[src/rtl/dual_rail_sync_join_if.sv]
// Handshake bundle for the dual-rail to valid/ready join.
// master: environment side; slave: the join itself.
interface dual_rail_sync_join_if #(
  parameter int NCH   = 3,
  parameter int WIDTH = 16
);
  logic [2*NCH*WIDTH-1:0] data_i;
  logic [NCH-1:0]         ack_o;
  logic [NCH-1:0]         ch_en_i;
  logic [NCH*WIDTH-1:0]   out_data_o;
  logic [NCH-1:0]         out_mask_o;
  logic                   out_valid_o;
  logic                   out_ready_i;
  logic                   err_o;
  logic                   err_clr_i;

  modport master (
    output data_i,
    output ch_en_i,
    output out_ready_i,
    output err_clr_i,
    input  ack_o,
    input  out_data_o,
    input  out_mask_o,
    input  out_valid_o,
    input  err_o
  );

  modport slave (
    input  data_i,
    input  ch_en_i,
    input  out_ready_i,
    input  err_clr_i,
    output ack_o,
    output out_data_o,
    output out_mask_o,
    output out_valid_o,
    output err_o
  );
endinterface

[src/rtl/dual_rail_sync_join.sv]
// N-channel four-phase dual-rail join into one valid/ready word.
// Each channel is synchronised, completion-detected and held.
module dual_rail_sync_join #(
  parameter int NCH         = 3,
  parameter int WIDTH       = 16,
  parameter int SYNC_STAGES = 2
) (
  input  logic                 clk_i,
  input  logic                 rst_ni,
  dual_rail_sync_join_if.slave bus
);

  localparam int DW = 2*NCH*WIDTH;

  typedef enum logic [1:0] {
    EMPTY,
    HELD,
    RTZ,
    DRAIN
  } ch_state_e;

  logic [DW-1:0]        sync_q [SYNC_STAGES];
  logic [DW-1:0]        rails;
  logic [NCH-1:0]       comp;
  logic [NCH-1:0]       spc;
  logic [NCH-1:0]       bad;
  logic [NCH*WIDTH-1:0] trail;

  ch_state_e            state_q [NCH];
  ch_state_e            state_d [NCH];
  logic [NCH*WIDTH-1:0] hold_q;
  logic [NCH*WIDTH-1:0] hold_d;
  logic [NCH-1:0]       en_q;
  logic [NCH-1:0]       en_d;
  logic                 err_q;
  logic                 err_d;

  logic                 all_empty;
  logic                 full;
  logic                 valid;
  logic                 fire;

  always_ff @(posedge clk_i or negedge rst_ni) begin
    if (!rst_ni) begin
      for (int i = 0; i < SYNC_STAGES; i++)
        sync_q[i] <= '0;
    end else begin
      sync_q[0] <= bus.data_i;
      for (int i = 1; i < SYNC_STAGES; i++)
        sync_q[i] <= sync_q[i-1];
    end
  end

  assign rails = sync_q[SYNC_STAGES-1];

  // rails are {t,f}; t alone is the single-rail value
  always_comb begin
    comp  = '1;
    spc   = '1;
    bad   = '0;
    trail = '0;
    for (int c = 0; c < NCH; c++) begin
      for (int b = 0; b < WIDTH; b++) begin
        comp[c] &= rails[2*(c*WIDTH+b)+1]
                 ^ rails[2*(c*WIDTH+b)];
        spc[c]  &= ~(rails[2*(c*WIDTH+b)+1]
                 | rails[2*(c*WIDTH+b)]);
        bad[c]  |= rails[2*(c*WIDTH+b)+1]
                 & rails[2*(c*WIDTH+b)];
        trail[c*WIDTH+b] = rails[2*(c*WIDTH+b)+1];
      end
    end
  end

  always_comb begin
    all_empty = 1'b1;
    full      = 1'b1;
    for (int c = 0; c < NCH; c++) begin
      if (state_q[c] != EMPTY)
        all_empty = 1'b0;
      if (en_q[c] && !(state_q[c] == HELD ||
                       state_q[c] == RTZ))
        full = 1'b0;
    end
    valid = (en_q != '0) && full;
    fire  = valid && bus.out_ready_i;
  end

  always_comb begin
    state_d = state_q;
    hold_d  = hold_q;
    en_d    = all_empty ? bus.ch_en_i : en_q;
    err_d   = (|(bad & en_q)) |
              (err_q & ~bus.err_clr_i);
    for (int c = 0; c < NCH; c++) begin
      if (!en_q[c]) begin
        state_d[c] = EMPTY;
      end else begin
        unique case (state_q[c])
          EMPTY: if (comp[c]) begin
            state_d[c] = HELD;
            hold_d[c*WIDTH +: WIDTH] =
              trail[c*WIDTH +: WIDTH];
          end
          HELD: begin
            if (fire && spc[c])
              state_d[c] = EMPTY;
            else if (fire)
              state_d[c] = DRAIN;
            else if (spc[c])
              state_d[c] = RTZ;
          end
          RTZ:   if (fire)   state_d[c] = EMPTY;
          DRAIN: if (spc[c]) state_d[c] = EMPTY;
          default: state_d[c] = EMPTY;
        endcase
      end
    end
  end

  always_ff @(posedge clk_i or negedge rst_ni) begin
    if (!rst_ni) begin
      for (int c = 0; c < NCH; c++)
        state_q[c] <= EMPTY;
      hold_q <= '0;
      en_q   <= '0;
      err_q  <= 1'b0;
    end else begin
      for (int c = 0; c < NCH; c++)
        state_q[c] <= state_d[c];
      hold_q <= hold_d;
      en_q   <= en_d;
      err_q  <= err_d;
    end
  end

  always_comb begin
    bus.ack_o      = '0;
    bus.out_data_o = '0;
    for (int c = 0; c < NCH; c++) begin
      bus.ack_o[c] = (state_q[c] == HELD) ||
                     (state_q[c] == DRAIN);
      if (en_q[c])
        bus.out_data_o[c*WIDTH +: WIDTH] =
          hold_q[c*WIDTH +: WIDTH];
    end
  end

  assign bus.out_mask_o  = en_q;
  assign bus.out_valid_o = valid;
  assign bus.err_o       = err_q;

endmodule

[src/flat_wrapper.sv]
// flat-port wrapper written by rule: the top's interface ports become plain ports
module dual_rail_sync_join_flat 
#(
  parameter int NCH         = 3,
  parameter int WIDTH       = 16,
  parameter int SYNC_STAGES = 2
)
  (clk_i, rst_ni, bus_data_i, bus_ch_en_i, bus_out_ready_i, bus_err_clr_i, bus_ack_o, bus_out_data_o, bus_out_mask_o, bus_out_valid_o, bus_err_o);
  dual_rail_sync_join_if #(.NCH(NCH), .WIDTH(WIDTH)) bus_i ();
  input  logic clk_i;
  input  logic rst_ni;
  input wire logic [$bits(bus_i.data_i)-1:0] bus_data_i;
  input wire logic [$bits(bus_i.ch_en_i)-1:0] bus_ch_en_i;
  input wire logic [$bits(bus_i.out_ready_i)-1:0] bus_out_ready_i;
  input wire logic [$bits(bus_i.err_clr_i)-1:0] bus_err_clr_i;
  output wire logic [$bits(bus_i.ack_o)-1:0] bus_ack_o;
  output wire logic [$bits(bus_i.out_data_o)-1:0] bus_out_data_o;
  output wire logic [$bits(bus_i.out_mask_o)-1:0] bus_out_mask_o;
  output wire logic [$bits(bus_i.out_valid_o)-1:0] bus_out_valid_o;
  output wire logic [$bits(bus_i.err_o)-1:0] bus_err_o;
  assign bus_i.data_i = bus_data_i;
  assign bus_i.ch_en_i = bus_ch_en_i;
  assign bus_i.out_ready_i = bus_out_ready_i;
  assign bus_i.err_clr_i = bus_err_clr_i;
  assign bus_ack_o = bus_i.ack_o;
  assign bus_out_data_o = bus_i.out_data_o;
  assign bus_out_mask_o = bus_i.out_mask_o;
  assign bus_out_valid_o = bus_i.out_valid_o;
  assign bus_err_o = bus_i.err_o;
  dual_rail_sync_join #(.NCH(NCH), .WIDTH(WIDTH), .SYNC_STAGES(SYNC_STAGES)) u_core (.clk_i(clk_i), .rst_ni(rst_ni), .bus(bus_i));
endmodule
[config.mk]
export PLATFORM = sky130hd
export DESIGN_NAME = dual_rail_sync_join_flat
export DESIGN_NICKNAME = d
export VERILOG_FILES = /design/src/rtl/dual_rail_sync_join_if.sv /design/src/rtl/dual_rail_sync_join.sv /design/src/flat_wrapper.sv
export SDC_FILE = /design/constraint.sdc
export NUM_CORES = 1
export LEC_CHECK = 0
export CAP_MARGIN = 40
export CORE_MARGIN = 2
export CORE_UTILIZATION = 50
export DETAILED_ROUTE_END_ITERATION = 10
export HOLD_SLACK_MARGIN = 0.15
export PLACE_DENSITY = 0.76
export SYNTH_ARGS = -nofsm -noshare
export SYNTH_HDL_FRONTEND = slang
export SYNTH_SLANG_ARGS = --single-unit
[constraint.sdc]
create_clock -name clk_i -period 2.6 [get_ports clk_i]
set_input_delay 0.39 -clock clk_i [delete_from_list [all_inputs] [get_ports clk_i]]
set_output_delay 0.39 -clock clk_i [all_outputs]
set_load 0.02 [all_outputs]
Word-level counts from Yosys, hierarchy flattened
Cells that the tools add are included.
Widths: inputs -> output; s select.
Operators by class
  muxes and demuxes: 31
  bitwise logic cells: 331
  reductions and logical operators: 31
  equality and inequality tests: 21
Operators with widths (number)
  $and 1x1->1: 139
  $or 1x1->1: 94
  $not 1->1: 49
  $mux 16: 3
  $xor 1x1->1: 48
  $mux 2: 19
  $pmux 2 s4: 3
  $ne 3x2->1 const B: 6
  $ne 5x4->1 const B: 3
  $eq 2x2->1 const B: 6
  $reduce_and 4->1: 3
  $ne 3x3->1 const B: 3
  $reduce_and 3->1: 3
  $logic_and 1x1->1: 8
  $eq 2x1->1 const B: 3
  $logic_not 2->1: 3
  $logic_or 1x1->1: 6
  $mux 1: 6
  $reduce_bool 2->1: 3
  $and 3x3->3: 1
  $logic_not 1->1: 3
  $reduce_bool 3->1: 1
  $reduce_or 3->1: 1
Storage, ports and cells
  bits of input ports: 103
  register bits after elaboration: 250
  word-level logic and storage cells: 424
  output and inout port bits: 56

Longest topological paths before layout
Gate-level depths: netlist of run 1.
  word-level depth: 22
  depth in mapped cells: 8
  mapped depth without buffers: 7

Worst setup path before layout of run 1
OpenSTA, ideal clock, no wires.
  kind: reg2reg
  start point: register u_core.state_q[2] (netlist name)
  end point: register u_core.state_q[0] (netlist name)
  period minus slack after synthesis: 1.780 ns
  data required time: 2.477 ns
  stages on the path, launching flop included: 7
  path buffers: 0
  path slack: 0.820 ns
  library setup time: 0.123 ns
  arrival time: 1.658 ns
  path through: dfrtp_1 -> inv_1 -> ha_1 -> o221ai_2 -> nor2_4 -> o31a_2 -> o221a_2
On the way
  longest elaborated chain between the ends: 12
  elaborated cells on any way between the ends: 17
  those cells by class: 4 x eq/ne; 6 x mux; 7 x reduce/logical
RTL lines
  from (decl): line dual_rail_sync_join.sv:29  | ch_state_e state_q [NCH];
  from (signal, indexed assignment): line dual_rail_sync_join.sv:130  | state_q[c] <= state_d[c];
  $eq 2x1->1 or $eq 2x2->1 (tied branches): line dual_rail_sync_join.sv:81, dual_rail_sync_join.sv:82
  $logic_or 1x1->1 *: line dual_rail_sync_join.sv:81  | if (en_q[c] && !(state_q[c] == HELD ||
  $logic_not 1->1 *: line dual_rail_sync_join.sv:81
  $logic_and 1x1->1 *: line dual_rail_sync_join.sv:81
  $mux 1 * (2 in a row): line dual_rail_sync_join.sv:81
  $logic_and 1x1->1 *: line dual_rail_sync_join.sv:85  | valid = (en_q != '0) && full;
  $logic_and 1x1->1 *: line dual_rail_sync_join.sv:86  | fire = valid && bus.out_ready_i;
  $mux 2 or $logic_and 1x1->1 (tied branches): line dual_rail_sync_join.sv:108, dual_rail_sync_join.sv:106
  $mux 2: line dual_rail_sync_join.sv:106  | if (fire && spc[c])
  $pmux 2 s4: line dual_rail_sync_join.sv:99  | unique case (state_q[c])
  $mux 2: line dual_rail_sync_join.sv:96  | if (!en_q[c]) begin
Mark *: on every way between the ends. The rest lies on a longest branch, timed or not.
A chain may end at the register's enable or synchronous reset.

Worst setup path in the final report of run 1
  start point: register u_core.en_q[0] (netlist: u_core.bus.out_mask_o[0])
  end point: output bus_out_data_o[7]
On the way
  longest elaborated chain between the ends: 1
RTL lines
  from (decl): line dual_rail_sync_join.sv:33  | logic [NCH-1:0] en_q;
  from (signal assigned): line dual_rail_sync_join.sv:132  | en_q <= en_d;
  $mux 16: line dual_rail_sync_join.sv:143  | if (en_q[c])
  to (decl): line flat_wrapper.sv:17  | output wire logic [$bits(bus_i.out_data_o)-1:0] bus_out_data_o;
Every way passes these cells.

==> results.md, run 1 <==
* Status: finished clean
* Final Skew at 0.00963 ns
* Min Hold Slack at 0.315 ns
* Global route hottest layer: met2
* Row cnt at 50
* Total Routing Usage GR at 18.7%
* Number of buffers added for setup after CTS at 0
* Hold Crit Class: input port to register
* DR iter-0 viols at 196
* Multi-input logic area at 2810 um2
* Hold Path Origin: bus_data_i[77]
* Synth area leaders: dfrtp_1 66%, ha_1 14%, inv_1 4.2%, and2_1 3.2%, o21ai_0 2.7%
* WL per Instance at 15.3 um
* Final std cells w/o fill at 1,164
* Mean Syn Cell Area at 13.0 um2
* Pleak at 5.89 nW
* Leading cell type in the layout, fill and taps excluded: dfrtp_1
* Met1 Usage GRT at 24.0%
* Critical path, cell by cell: buf_4, and2_1, clkdlybuf4s50_1
* Post-synth top flop: dfrtp_1
* Clock tree buffer depth at 3
* Worst R2R End: u_core.state_q[2]$_DFFE_PN0P_
* # fillers at 1,390
* Worst Reg-to-Reg Cells at 7
* CTS tree: done
* Synth area leader: dfrtp_1
* Reg2reg start: u_core.rails[35]$_DFF_PN0_
* Post-synthesis async set-or-reset flop share at 100%
* RSZ-0062 raised after global routing: no
* Die area at 20,200 um2
* Worst Hold Path EP: u_core.sync_q[173]$_DFF_PN0_
* Synth cell types at 33
* Root buffer cell: clkbuf_16
* Initial antenna violation count at 0
* Via/cell ratio at 4.75
* Mapped Cells at 732
* Via count at 5,528
* Overall power at 8.37 mW
* Final setup viols at 0
* EDFF count, synth at 0
* IO buf count at 158
* Post-layout min period at 2.49 ns
* Fin. Hold Viols at 0
* Fmax at 402 MHz
* Clk_lat worst skew at 0.51 ns
* Cells on Worst Hold Path at 1
* Sum Neg Setup Slack at 0 ns
* Die X at 142 um
* Routed Antenna Nets at 0
* CTS clk-pin slew, worst paths at 0.07 ns
* Startpoint Class: register
* Max transition margin at 60.4%
* Core box area at 18,700 um2
* Area share of the largest cell type after synthesis at 65.7%
* Share of post-route cells with drive strength above 1 at 7.31%
* First-pass GRT wire length at 29.4 mm
* Power per Cell Area at 682 nW/um2
* Post-Syn Nets at 945
* WS Path Type: register to output pin
* Starting Density at 50.9%
* H-tree depth at 1
* WP buf/inv at 2
* GRT Residual Overflow at 0
* Vias in the first global route at 5,873
* Worst slew pin tran at 0.589 ns
* Met2 usage at 32.6%
* Crit path largest cell delay at 0.63 ns
* Yosys warns at 0
* Met3 Use GR at 3.60%
* Inserted Clock Buffers at 25
* DRC errors left at 0
* Gpl congestion at 0.798
* Worst path top cell family by delay: buffers and inverters
* Synthesis-to-layout area growth at 28.9%
* Synth Cell Area at 9520 um2
* Largest net degree at the start of global routing at 72
* Reg area at 6260 um2
* Worst vdd ir at 520 uV
* Fin crit share at 95.7%
* Register-to-register setup slack at 0.60 ns
* Most frequent cells in the layout: 249 x dfrtp_1, 156 x clkdlybuf4s50_1, 110 x ha_1
* CP required at 2.21 ns
* DP HPWL at 13.3 mm
* ANT cells at 0
* Seq/Total Area, Yosys at 65.7%
* Post-layout nets at 1,126
* Post-synthesis register bit count at 250
* DIE HEIGHT at 142 um
* Initial DRT Pass Iterations at 4
* Crit-path slowest cell: clkdlybuf4s50_1
* Max Cap Violations at 0
* Post-Place Cells at 1,119
* Arrival @ worst endpoint at 2.10 ns
* # clock sinks at 250
* Crit path max fanout at 14
* Final number of max-transition violations at 0
* Total length of routed wires at 17.8 mm
* Final core occ at 65.6%
* I/O pins at 159
* Critical path endpoint category: output pin
[how the worst max path moves through the flow]
stage / startpoint / end / slack, ns / depth (start not counted)
floorplan: u_core.state_q[2]$_DFFE_PN0P_ / u_core.state_q[0]$_DFFE_PN0P_ / 0.82 / 6
global placement: u_core.state_q[0]$_DFFE_PN0P_ / bus_out_valid_o / 0.48 / 6
detailed placement: u_core.state_q[0]$_DFFE_PN0P_ / bus_out_valid_o / 0.40 / 6
CTS: u_core.bus.out_mask_o[2]$_DFFE_PN0P_ / bus_out_data_o[39] / 0.02 / 3
global route: u_core.bus.out_mask_o[0]$_DFFE_PN0P_ / bus_out_data_o[7] / 0.03 / 3
finish: u_core.bus.out_mask_o[0]$_DFFE_PN0P_ / bus_out_data_o[7] / 0.11 / 3
[repair_timing]
action                                  in CTS  in global routing
endpoints found under the setup margin       1                  7
hold endpoints to repair                    67                  0
gates resized for setup                      1                  1
hold buffers                                 1                  0
[cells in the mapped netlist (2+ instances only)]
cell	count
mux2_2	3
a211oi_1	2
clkbuf_1	15
nor4_1	15
a211o_1	2
nand3_1	4
o21ai_0	51
nand2_1	57
a41oi_1	2
a221oi_1	2
o311ai_2	2
or2_2	2
dfrtp_1	250
nor2b_1	2
ha_1	110
nand2b_1	5
inv_1	106
nor4_2	2
mux2i_1	3
nor2_1	12
nand4_1	25
a21oi_1	2
and2_1	48
[through the flow]
step	setup WS [ns]	instance area, um2
after floorplan	0.820	9520
after global placement	0.480	11500
after detailed placement	0.400	11500
after CTS	0.0201	12300
after global routing	0.0290	12300
final	0.111	12300
[power by group]
group	internal, mW	total, mW	switching [mW]
registers	4.06	4.18	0.113
clock network	2.00	3.46	1.46
logic	0.352	0.730	0.378
total	6.42	8.37	1.95
[sequential cells by signal (all words and copies together) (netlist names)]
register and flops:
u_core.bus.err_o 1, u_core.rails 96, u_core.sync_q 96, u_core.hold_q 48, u_core.state_q 6, u_core.bus.out_mask_o 3
[metal layers]
| metal | share of wire [%] | up-vias |
|---|---|---|
| li1 | - | 2712 |
| met2 | 51 | 131 |
| met4 | 2.7 | 0 |
| met3 | 4.7 | 35 |
| met5 | 0 | - |
| met1 | 42 | 2650 |
[cells by family (layout without fill, tap and decap cells)]
logic type | after synthesis | in the layout | share of synthesized area, %
DFF | 250 | 250 | 65.7
buffers and inverters | 122 | 320 | 4.81
AOI/OAI and AO/OA | 68 | 68 | 4.43
muxes | 6 | 6 | 0.670
adders and majority gates | 110 | 110 | 14.5
and+or+nand+nor | 176 | 176 | 9.95
[final cells by class]
class                   instances  share of cell area (%)
clock buffers                  34                    5.70
multi-input cells             360                    22.9
well taps                     234                    2.39
inverters                     107                    3.27
clock inverters                10                   0.846
repair buffers                169                    13.9
flip-flops and latches        250                    51.0
No activity file was read; power rests on OpenSTA's default activity.
==> run 2: changes to the inputs <==
- CORE_MARGIN: 2 -> 5
- SKIP_LAST_GASP: not set -> 1
==> run 2 against run 1 <==
Hold slack better by 0.010 ns. Cell count hardly changed. Clock skew is 0.0022 ns lower. Utilization hardly changed. Sequential cell count stayed put. Sequential power hardly changed.
==> results.md, run 2 (synthesis results as in run 1) <==
* Status: finished clean
* RSZ-0062 raised after global routing: no
* Final setup viols at 0 (unchanged)
* Final Skew at 0.00741 ns (-0.00222 ns)
* Clk_lat worst skew at 0.50 ns (about the same)
* IO buf count at 158 (unchanged)
* GRT Residual Overflow at 0 (unchanged)
* Total Routing Usage GR at 16.9% (-1.8 points)
* Min Hold Slack at 0.325 ns (+0.0101 ns)
* Initial DRT Pass Iterations at 4 (unchanged)
* Share of post-route cells with drive strength above 1 at 7.41% (+0.10 points)
* Sum Neg Setup Slack at 0 ns (unchanged)
* Total length of routed wires at 18.0 mm (+0.81%)
* Place WS at 0.391 ns (-0.00895 ns)
* I/O pins at 159 (unchanged)
* DRC errors left at 0 (unchanged)
* Starting Density at 50.9% (unchanged)
* Row cnt at 50 (unchanged)
* H-tree depth at 1 (unchanged)
* Final worst slack at 0.132 ns (+0.0206 ns)
* Most frequent cells in the layout: 250 x dfrtp_1, 156 x clkdlybuf4s50_1, 110 x ha_1
* Fin. Hold Viols at 0 (unchanged)
* ANT cells at 0 (unchanged)
* WS Path Type: register to output pin
* CTS clk-pin slew, worst paths at 0.06 ns (about the same)
* Power per Cell Area at 679 nW/um2 (-0.44%)
* Max Cap Violations at 0 (unchanged)
* Fin crit share at 94.9% (-0.79 points)
* Via/cell ratio at 4.73 (-0.50%)
* Worst vdd ir at 479 uV (-7.9%)
* # clock sinks at 250 (unchanged)
* Inserted Clock Buffers at 25 (unchanged)
* Synthesis-to-layout area growth at 28.8% (about the same)
* WL per Instance at 15.4 um (+0.72%)
* Leading cell type in the layout, fill and taps excluded: dfrtp_1
* Core box area at 18,700 um2 (unchanged)
* Routed Antenna Nets at 0 (unchanged)
* Hold Crit Class: input port to register
* Fmax at 405 MHz (+0.83%)
* Max transition margin at 57.8% (-2.6 points)
* Worst slew pin tran at 0.634 ns (+0.0446 ns)
* Die area at 21,900 um2 (+8.6%)
* Post-layout nets at 1,127 (+0.089%)
* Root buffer cell: clkbuf_16
* Vias in the first global route at 5,840 (-0.56%)
* Startpoint Class: register
* Die X at 148 um (+4.2%)
* Arrival @ worst endpoint at 2.08 ns (-0.02 ns)
* Clock tree buffer depth at 3 (unchanged)
* DP HPWL at 13.5 mm (+2.2%)
* Via count at 5,505 (-0.42%)
* Pleak at 5.90 nW (+0.16%)
* Initial antenna violation count at 0 (unchanged)
* Largest net degree at the start of global routing at 84 (+17%)
* Crit path max fanout at 4 (-10)
* CTS tree: done
* CP required at 2.21 ns (about the same)
* Critical path endpoint category: output pin
* Gpl congestion at 0.773 (-3.2%)
* Post-layout min period at 2.47 ns (-0.0206 ns)
* DIE HEIGHT at 148 um (+4.2%)
* Final number of max-transition violations at 0 (unchanged)
* First-pass GRT wire length at 29.5 mm (+0.45%)
* DR iter-0 viols at 242 (+23%)
[run 2: cell types whose count changed in the layout (fill, tap and decap cells not counted)]
| cell | delta |
|---|---|
| clkbuf_1 | -1 |
| clkinv_2 | +6 |
| clkinv_4 | -3 |
| dfrtp_2 | -1 |
| clkbuf_8 | -2 |
| dfrtp_1 | +1 |
| buf_4 | +1 |
| inv_8 | -1 |
| bufinv_16 | +1 |
[run 2: layout make-up]
cell class	count	area, um2
Multi-Input combinational cell	360	2810
Clock buffer	31	668
Fill cell	1368	6440
Inverter	107	402
Tap cell	234	293
Clock inverter	13	126
Sequential cell	250	6260
Timing Repair Buffer	170	1720
[run 2: layer usage]
metal	global-route usage [%]	up-vias	share of wire (%)
met4	3.42	0	1.6
met2	30.3	134	52
met5	0	-	0
met1	22.0	2625	42
met3	2.79	24	4.3
li1	-	2722	-
[run 2: worst paths after layout]
kind | start | endpoint | slack [ns] | cells past startpoint
min | bus_data_i[12] | u_core.sync_q[108]$_DFF_PN0_ | 0.32 | 1
max | u_core.state_q[1]$_DFFE_PN0P_ | bus_ack_o[2] | 0.13 | 4
min in group asynchronous | rst_ni | u_core.sync_q[177]$_DFF_PN0_ | 0.45 | 2
max reg2reg | u_core.rails[17]$_DFF_PN0_ | u_core.state_q[4]$_DFFE_PN0P_ | 0.56 | 7
max in group asynchronous | rst_ni | u_core.rails[56]$_DFF_PN0_ | 1.42 | 3
min reg2reg | u_core.sync_q[167]$_DFF_PN0_ | u_core.rails[71]$_DFF_PN0_ | 0.34 | 0
[run 2: where the power goes]
| group | internal (mW) | total [mW] | switching [mW] |
|---|---|---|---|
| registers | 4.06 | 4.15 | 0.0894 |
| logic | 0.354 | 0.757 | 0.403 |
| clock network | 2.02 | 3.42 | 1.40 |
| total | 6.44 | 8.33 | 1.89 |
[run 2: timing repair]
action | CTS | global route
hold buffers | 1 | 0
setup endpoints to repair | 1 | 0
endpoints found under the hold margin | 78 | 0
setup buffers | 0 | 0
resized for setup | 1 | 0
[run 2: through the flow]
stage,cell area [um2],power [mW],utilization (%),instances
2_1_floorplan,9520,4.54,-,732
3_3_place_gp,11500,4.98,61.3,1120
3_5_place_dp,11500,4.99,61.3,1120
4_1_cts,12300,8.45,65.6,1165
5_1_grt,12300,8.71,65.6,1165
6_report,12300,8.33,65.6,1165
[run 2: worst max-delay path, stage by stage, from the launching register on]
cell and delay [ns]:
dfrtp_1 0.39, inv_1 0.08, ha_1 0.21, or2_2 0.32
clkdlybuf4s50_1 0.57
